`src/rtl/output_layer_sched_if.sv`:
```
// Handshake and bus bundle between the output-layer sequencer, its feature source,
// the weight ROM / XNOR-popcount engine and the result consumer.
interface output_layer_sched_if #(
  parameter int DATA_W      = 256,
  parameter int NUM_CLASSES = 4,
  parameter int ADDR_W      = $clog2(NUM_CLASSES),
  parameter int CNT_W       = $clog2(DATA_W) + 1
);
  logic [DATA_W-1:0] data_in;
  logic              data_in_valid;
  logic              data_in_ready;
  logic              rom_en;
  logic [ADDR_W-1:0] rom_addr;
  logic [DATA_W-1:0] eng_data;
  logic              eng_valid;
  logic [CNT_W-1:0]  eng_result;
  logic              eng_result_valid;
  logic [ADDR_W-1:0] class_out;
  logic [CNT_W-1:0]  score_out;
  logic              out_valid;
  logic              out_ready;
  logic              err;

  modport master (
    input  data_in, data_in_valid, eng_result, eng_result_valid, out_ready,
    output data_in_ready, rom_en, rom_addr, eng_data, eng_valid,
           class_out, score_out, out_valid, err
  );

  modport slave (
    output data_in, data_in_valid, eng_result, eng_result_valid, out_ready,
    input  data_in_ready, rom_en, rom_addr, eng_data, eng_valid,
           class_out, score_out, out_valid, err
  );
endinterface

```
`src/rtl/output_layer_sched.sv`:
```
// Output-layer sequencer: streams one feature vector against every weight row, returns arg-max.
// Latency NUM_CLASSES issue cycles + engine latency + 1; holds result until out_ready, no accept until idle.
module output_layer_sched #(
  parameter int DATA_W      = 256,
  parameter int NUM_CLASSES = 4,
  parameter int ADDR_W      = $clog2(NUM_CLASSES),
  parameter int CNT_W       = $clog2(DATA_W) + 1
) (
  input  logic                  clk,
  input  logic                  rst_n,
  output_layer_sched_if.master  bus
);

  localparam int RCV_W = ADDR_W + 1;
  localparam logic [ADDR_W-1:0] LAST_ROW = ADDR_W'(NUM_CLASSES - 1);
  localparam logic [RCV_W-1:0]  LAST_RCV = RCV_W'(NUM_CLASSES - 1);
  localparam logic [RCV_W-1:0]  ALL_RCV  = RCV_W'(NUM_CLASSES);

  typedef enum logic [1:0] {IDLE, ISSUE, DRAIN, DONE} state_t;

  state_t            state;
  logic [DATA_W-1:0] feature;
  logic [ADDR_W-1:0] issue_idx;
  logic [RCV_W-1:0]  rcv_cnt;
  logic [CNT_W-1:0]  best_score;
  logic [ADDR_W-1:0] best_class;
  logic              ready_q;
  logic              rom_en_q;
  logic              out_valid_q;
  logic [ADDR_W-1:0] class_q;
  logic [CNT_W-1:0]  score_q;
  logic              err_q;

  logic              capture;
  logic              take;
  logic              last_res;
  logic [CNT_W-1:0]  nxt_score;
  logic [ADDR_W-1:0] nxt_class;

  // Strict greater-than keeps the lower class index on ties.
  always_comb begin
    capture   = bus.eng_result_valid && (state == ISSUE || state == DRAIN);
    take      = capture && (rcv_cnt == '0 || bus.eng_result > best_score);
    last_res  = capture && (rcv_cnt == LAST_RCV);
    nxt_score = best_score;
    nxt_class = best_class;
    if (take) begin
      nxt_score = bus.eng_result;
      nxt_class = rcv_cnt[ADDR_W-1:0];
    end
  end

  always_ff @(posedge clk or negedge rst_n) begin
    if (!rst_n) begin
      state       <= IDLE;
      feature     <= '0;
      issue_idx   <= '0;
      rcv_cnt     <= '0;
      best_score  <= '0;
      best_class  <= '0;
      ready_q     <= 1'b0;
      rom_en_q    <= 1'b0;
      out_valid_q <= 1'b0;
      class_q     <= '0;
      score_q     <= '0;
      err_q       <= 1'b0;
    end else begin
      if (capture) begin
        rcv_cnt    <= rcv_cnt + 1'b1;
        best_score <= nxt_score;
        best_class <= nxt_class;
      end
      case (state)
        IDLE: begin
          if (bus.eng_result_valid) err_q <= 1'b1;
          if (bus.data_in_valid && ready_q) begin
            feature    <= bus.data_in;
            issue_idx  <= '0;
            rcv_cnt    <= '0;
            best_score <= '0;
            best_class <= '0;
            ready_q    <= 1'b0;
            rom_en_q   <= 1'b1;
            state      <= ISSUE;
          end else begin
            ready_q <= 1'b1;
          end
        end
        ISSUE: begin
          if (issue_idx == LAST_ROW) begin
            rom_en_q <= 1'b0;
            state    <= DRAIN;
          end else begin
            issue_idx <= issue_idx + 1'b1;
          end
        end
        DRAIN: begin
          // The final result lands on the same edge that publishes the winner.
          if (last_res || rcv_cnt == ALL_RCV) begin
            out_valid_q <= 1'b1;
            class_q     <= nxt_class;
            score_q     <= nxt_score;
            state       <= DONE;
          end
        end
        DONE: begin
          if (bus.eng_result_valid) err_q <= 1'b1;
          if (bus.out_ready) begin
            out_valid_q <= 1'b0;
            ready_q     <= 1'b1;
            state       <= IDLE;
          end
        end
        default: state <= IDLE;
      endcase
    end
  end

  assign bus.data_in_ready = ready_q;
  assign bus.rom_en        = rom_en_q;
  assign bus.eng_valid     = rom_en_q;
  assign bus.rom_addr      = issue_idx;
  assign bus.eng_data      = feature;
  assign bus.class_out     = class_q;
  assign bus.score_out     = score_q;
  assign bus.out_valid     = out_valid_q;
  assign bus.err           = err_q;

endmodule
```
`src/flat_wrapper.sv`:
```
// flat-port wrapper written by rule: the top's interface ports become plain ports
module output_layer_sched_flat 
#(
  parameter int DATA_W      = 256,
  parameter int NUM_CLASSES = 4,
  parameter int ADDR_W      = $clog2(NUM_CLASSES),
  parameter int CNT_W       = $clog2(DATA_W) + 1
)
  (clk, rst_n, bus_data_in, bus_data_in_valid, bus_eng_result, bus_eng_result_valid, bus_out_ready, bus_data_in_ready, bus_rom_en, bus_rom_addr, bus_eng_data, bus_eng_valid, bus_class_out, bus_score_out, bus_out_valid, bus_err);
  output_layer_sched_if #(.DATA_W(DATA_W), .NUM_CLASSES(NUM_CLASSES), .ADDR_W(ADDR_W), .CNT_W(CNT_W)) bus_i ();
  input  logic clk;
  input  logic rst_n;
  input wire logic [$bits(bus_i.data_in)-1:0] bus_data_in;
  input wire logic [$bits(bus_i.data_in_valid)-1:0] bus_data_in_valid;
  input wire logic [$bits(bus_i.eng_result)-1:0] bus_eng_result;
  input wire logic [$bits(bus_i.eng_result_valid)-1:0] bus_eng_result_valid;
  input wire logic [$bits(bus_i.out_ready)-1:0] bus_out_ready;
  output wire logic [$bits(bus_i.data_in_ready)-1:0] bus_data_in_ready;
  output wire logic [$bits(bus_i.rom_en)-1:0] bus_rom_en;
  output wire logic [$bits(bus_i.rom_addr)-1:0] bus_rom_addr;
  output wire logic [$bits(bus_i.eng_data)-1:0] bus_eng_data;
  output wire logic [$bits(bus_i.eng_valid)-1:0] bus_eng_valid;
  output wire logic [$bits(bus_i.class_out)-1:0] bus_class_out;
  output wire logic [$bits(bus_i.score_out)-1:0] bus_score_out;
  output wire logic [$bits(bus_i.out_valid)-1:0] bus_out_valid;
  output wire logic [$bits(bus_i.err)-1:0] bus_err;
  assign bus_i.data_in = bus_data_in;
  assign bus_i.data_in_valid = bus_data_in_valid;
  assign bus_i.eng_result = bus_eng_result;
  assign bus_i.eng_result_valid = bus_eng_result_valid;
  assign bus_i.out_ready = bus_out_ready;
  assign bus_data_in_ready = bus_i.data_in_ready;
  assign bus_rom_en = bus_i.rom_en;
  assign bus_rom_addr = bus_i.rom_addr;
  assign bus_eng_data = bus_i.eng_data;
  assign bus_eng_valid = bus_i.eng_valid;
  assign bus_class_out = bus_i.class_out;
  assign bus_score_out = bus_i.score_out;
  assign bus_out_valid = bus_i.out_valid;
  assign bus_err = bus_i.err;
  output_layer_sched #(.DATA_W(DATA_W), .NUM_CLASSES(NUM_CLASSES), .ADDR_W(ADDR_W), .CNT_W(CNT_W)) u_core (.clk(clk), .rst_n(rst_n), .bus(bus_i));
endmodule
```
`config.mk`:
```
export PLATFORM = sky130hd
export DESIGN_NAME = output_layer_sched_flat
export DESIGN_NICKNAME = d
export VERILOG_FILES = /design/src/rtl/output_layer_sched_if.sv /design/src/rtl/output_layer_sched.sv /design/src/flat_wrapper.sv
export SDC_FILE = /design/constraint.sdc
export NUM_CORES = 1
export LEC_CHECK = 0
export CAP_MARGIN = 20
export CORE_AREA = 10 10 206 208
export CTS_CLUSTER_SIZE = 40
export DETAILED_ROUTE_END_ITERATION = 16
export DIE_AREA = 0 0 216 218
export GPL_ROUTABILITY_DRIVEN = 0
export GPL_TIMING_DRIVEN = 0
export PLACE_DENSITY = 0.7
export SYNTH_ARGS = -nofsm -noshare
export SYNTH_HDL_FRONTEND = slang
export SYNTH_SLANG_ARGS = --single-unit
```
`constraint.sdc`:
```
create_clock -name clk -period 5.9 [get_ports clk]
set_input_delay 1.18 -clock clk [delete_from_list [all_inputs] [get_ports clk]]
set_output_delay 1.18 -clock clk [all_outputs]
set_load 0.01 [all_outputs]
```
Word level (Yosys, flattened, before mapping)
Cells that the tools add are included.
W data, S select, Z words.
- bits in registers: 289
- input bits: 270
- output and inout port bits: 274
- logic and storage cells: 75
- add/sub/neg operators: 2
- $lt $le $gt $ge: 1
- equality and inequality tests: 11
- muxes and demuxes: 28
- reduce and logical (&&, ||, !) cells: 21
- operators by type and width (cell ; number):
    $mux W9 ; 4
    $mux W2 ; 10
    $gt A9 B9 Y1 ; 1
    $mux W3 ; 3
    $reduce_and A3 Y1 ; 3
    $ne A2 B2 Y1 const B ; 4
    $pmux W2 S4 ; 1
    $reduce_and A2 Y1 ; 4
    $eq A2 B2 Y1 const B ; 3
    $mux W1 ; 6
    $pmux W1 S2 ; 3
    $reduce_bool A2 Y1 ; 3
    $logic_and A1 B1 Y1 ; 4
    $pmux W2 S2 ; 1
    $reduce_and A4 Y1 ; 1
    $add A3 B1 Y3 const B ; 1
    $eq A3 B2 Y1 const B ; 1
    $eq A3 B3 Y1 const B ; 1
    $logic_not A3 Y1 ; 1
    $logic_or A1 B1 Y1 ; 3
    $add A2 B1 Y2 const B ; 1
    $eq A2 B1 Y1 const B ; 1
    $logic_not A2 Y1 ; 1
    $ne A2 B1 Y1 const B ; 1
    $reduce_or A2 Y1 ; 1

Longest topological paths before layout
Gate-level depths: netlist of the first run.
- word-level depth: 8
- depth in mapped cells: 8
- depth with buffers taken out: 7

Worst setup path after synthesis of the first run
No wires, ideal clock.
- path kind: in2reg
- start point: in bus_eng_result[4]
- end point: reg u_core.best_score[8]
- setup time: 0.079 ns
- arrival: 2.582 ns
- required time: 5.821 ns
- setup slack: 3.238 ns
- cell stages on the path: 7
- path buffers: 1
- path through: ha_1 and3_4 and3_4 a311oi_2 o21ba_4 buf_12 mux2i_1
- word-level cells in the longest chain between the ends: 7
- RTL lines (what ; line ; text):
    start, declared ; flat_wrapper.sv:15 ; input wire logic [$bits(bus_i.eng_result)-1:0] bus_eng_result;
    $gt A9 B9 Y1 (*) ; output_layer_sched.sv:43 ; take = capture && (rcv_cnt == '0 || bus.eng_result > best_score);
    $logic_or A1 B1 Y1 (*) ; output_layer_sched.sv:43 ;
    $logic_and A1 B1 Y1 (*) ; output_layer_sched.sv:43 ;
    $mux W9 (*) ; output_layer_sched.sv:47 ; if (take) begin
    $mux W9 (*) ; output_layer_sched.sv:68 ; if (capture) begin
    $mux W9 ; output_layer_sched.sv:76 ; if (bus.data_in_valid && ready_q) begin
    $mux W9 (*) ; output_layer_sched.sv:73 ; case (state)
    end signal, assigned ; output_layer_sched.sv:70 ; best_score <= nxt_score;
    end, declared ; output_layer_sched.sv:25 ; logic [CNT_W-1:0] best_score;
Mark *: on every way between the ends. The rest lies on a longest branch, timed or not.
A chain may end at the register's enable or synchronous reset.

Worst setup path after layout of the first run
- start point: in bus_eng_result[4]
- end point: reg u_core.best_class[1]
- word-level cells in the longest chain between the ends: 7
- RTL lines (what ; line ; text):
    $gt A9 B9 Y1 (*) ; output_layer_sched.sv:43 ;
    $logic_or A1 B1 Y1 (*) ; output_layer_sched.sv:43 ;
    $logic_and A1 B1 Y1 (*) ; output_layer_sched.sv:43 ;
    $mux W2 (*) ; output_layer_sched.sv:47 ;
    $mux W2 (*) ; output_layer_sched.sv:68 ;
    $mux W2 ; output_layer_sched.sv:76 ;
    $mux W2 (*) ; output_layer_sched.sv:73 ;
    end signal, assigned ; output_layer_sched.sv:71 ; best_class <= nxt_class;
    end, declared ; output_layer_sched.sv:26 ; logic [ADDR_W-1:0] best_class;
Marked as above.

==> flow_summary.toml, run 1 <==
[clock_tree]
cts_root_buf = "clkbuf_16"
cts_setup_buffers = 0
tritoncts = "yes"
cts_htree_levels = 2
cts_hold_buf = 0
cts_sinks = 289
insertion_delay_ns = 0.52
cts_inserted_buffers = 35
post_cts_resized = 0
clockBufferDepth = 3
clkTransAtPathRegs_ns = 0.05

[grt]
grt_use_total = 0.184
first_global_vias = 11071
grt_pass1_wl_um = 67200
grt_max_degree = 121
antenna_found_initial = 1
grt_overflow = 0

[cells_and_area]
drive_gt1_frac = 0.0500
final_util = 0.491
nNetsFinal = 2163
area_delta_synth_final_pct = 62.9
fin_cells = 2420
final_area_sq_um = 18800

[route]
routed_wl_um = 44900
drtIter0Drc = 630
drcViolationCount = 0
vias_per_cell = 4.36
vias = 10555
ant_nets = 0
first_pass_iters = 5
wire_per_inst_um = 18.5

[critical_path]
critical_path.max_fanout = 10
critPathCaptureType = "flip-flop"
cp-start-kind = "input pin"
critPathMaxStageDelay_ns = 0.49
cp_data_required_time_ns = 6.33
critPathKind = "in -> reg"
critical_path.top_delay_family = "buffers and inverters"
worstPathArrival_ns = 3.32
slowest_stage = "clkdlybuf4s50_1"
cp_cell_sequence = "clkdlybuf4s50_1 -> ha_1 -> and3_4 -> and3_4 -> a311oi_2 -> o21ba_4 -> buf_12 -> mux2i_1"
crit_buf_inv = 2
crit_top_cell = "and3_4"

[floorplanning]
fp-row-count = 72
die_x_um = 216
die_area_sq_um = 47100
core_sq_um = 38300
die_height_um = 218
ios = 544
initial_core_util = 0.301

[place]
post-place-ws_ns = 2.36
dp_cells = 2357
portBuffers = 543
placed_area_sq_um = 17700
hpwlAfterDp_um = 35000

[synth]
ys_ff_latch = 289
syn_area_per_cell_sq_um = 8.92
yosysTopAreaCell = "dfrtp_1"
synth_cell_types = 35
synth_most_common_cell = "nand2_1"
ys_top_cells_by_area = "dfrtp_1, nand2_1, ha_1"
ys.flop_type = "dfrtp_1"
syn_inst = 1294
synth.cell_area_sq_um = 11500
yosysSeqAreaShare = 0.627
synth_commonest_cells = "nand2_1, dfrtp_1, clkbuf_1"
async_flop_share = 1.00
syn-num-nets = 1581
synth_edf_count = 0
yosys_warnings = 0
synth_top_area_share = 0.627

[run]
maxCapViolCount = 0

[power_and_ir_drop]
intPower_mw = 6.35
power_density_nw_per_um2 = 528
clkPwrFrac = 0.211
swShare = 0.359
p_switching_mw = 3.56
power.total_mw = 9.91
ir_drop_v = 0.000306
leakage_nw = 9.09
seq_power_share = 0.344
p_comb_frac = 0.445

[outcome]
status = "finished, final reports clean"

[timing]
hold_violations = 0
setup_violations = 0
fin_setup_tns_ns = 0
tightest_slew_ns = 0.648
rsz0062_at_grt = "false"
fin_skew_ns = 0.00997
finalHoldWorstSlack_ns = 0.466
fin_crit_ns = 2.90
fmax_mhz = 345
slew_headroom = 0.568
slew_viol_final = 0
post-route-period-util = 0.491
worst_slack_ns = 3.00

[hold_path]
hp-class = "reg -> reg"
-- power groups by stage --
stage	Clock (mW)	Sequential, mW	Combinational (mW)
6_report	2.09	3.41	4.42
5_1_grt	2.23	3.52	4.84
4_1_cts	2.15	3.41	4.51
3_5_place_dp	0	3.42	4.48
3_3_place_gp	0	3.39	4.42
2_1_floorplan	0	3.78	1.44
-- layout make-up --
type	count	area, sq um
repair buffers	545	5500
diodes	1	2.50
clock inverters	8	67.6
inverters	17	63.8
well taps	518	648
plain buffers	66	317
flip-flops and latches	289	7230
fillers	3537	19500
multi-input cells	922	3920
clock buffers	54	1040
-- final timing paths --
path | depth (start not counted) | slack (ns) | endpoint | from
hold reg to reg | 1 | 0.47 | u_core.bus.err | u_core.bus.err
hold / removal | 1 | 0.47 | u_core.bus.err | u_core.bus.err
min in group asynchronous | 1 | 0.59 | u_core.bus.eng_data[189] | rst_n
setup reg to reg | 7 | 3.42 | u_core.bus.eng_data[86] | u_core.state[0]
setup / recovery | 8 | 3.00 | u_core.best_class[1] | bus_eng_result[4]
max in group asynchronous | 2 | 4.31 | u_core.bus.eng_data[64] | rst_n
-- placed cells by master, fill, tap and decap left out, types with 2 or more instances in the layout --
cell type and instances:
o221ai_1 2, clkbuf_1 51, a21o_1 2, clkbuf_8 5
inv_1 17, buf_2 23, clkdlybuf4s50_1 542, nand3_1 4
nand2_1 835, buf_16 2, o221ai_2 9, o21ai_0 8
buf_12 2, clkinv_2 6, mux2i_1 11, nor2_1 8
and3_4 2, ha_1 17, a21oi_1 4, nor2b_1 3
buf_4 2, dfrtp_1 289, clkbuf_16 37
-- worst reg2reg max path: cells and delay by family (launching register included) --
kind                       cells  cell delay [ns]
DFF                            1             0.39
and+or+nand+nor                3             0.66
buffers and inverters          3             1.11
adders and majority gates      1             0.27
-- cell families after synthesis --
group / count (synthesis) / share of synthesized area
simple gates: 858 / 0.283
flops: 289 / 0.627
buf+inv: 83 / 0.0330
compound gates: 35 / 0.0285
fa+ha+maj: 17 / 0.0184
mux: 11 / 0.00954
xor+xnor: 1 / 0.000759
-- per-layer routing --
layer / global-route usage / part of all wire / up-vias
li1: - / - / 5130
met1: 0.206 / 0.39 / 4989
met2: 0.318 / 0.50 / 379
met3: 0.0721 / 0.093 / 57
met4: 0.0520 / 0.020 / 0
met5: 0 / 0 / -
-- sequential cells by signal, indices dropped and copies added (netlist names), 2 cells and up --
name / cells
u_core.best_class: 2
u_core.best_score: 9
u_core.bus.class_out: 2
u_core.bus.eng_data: 256
u_core.bus.rom_addr: 2
u_core.bus.score_out: 9
u_core.rcv_cnt: 3
u_core.state: 2
No activity file was read; power rests on OpenSTA's default activity.
==> run 2: changes to the inputs <==
Clock period 5.9 ns to 3 ns, I/O delays scaled along.
==> results of run 2 <==
Same layout as run 1 (identical final DEF). Status: finished, final reports clean.
Main changes from that run: setup slack after placement 2.36 ns -> 0.0411 ns; clock-pin slew on the worst setup and hold paths 0.05 ns -> 0.06 ns; setup slack after layout 3.00 ns -> 0.521 ns; hold slack 0.466 ns -> 0.0143 ns; start point of the critical path bus_eng_result[4] -> u_core.state[0]; end point of the critical path u_core.best_class[1] -> u_core.bus.eng_data[86]; register-to-register setup slack 3.42 ns -> 0.52 ns; total power 9.91 mW -> 19.5 mW; worst IR drop on VDD 0.000306 V -> 0.000602 V
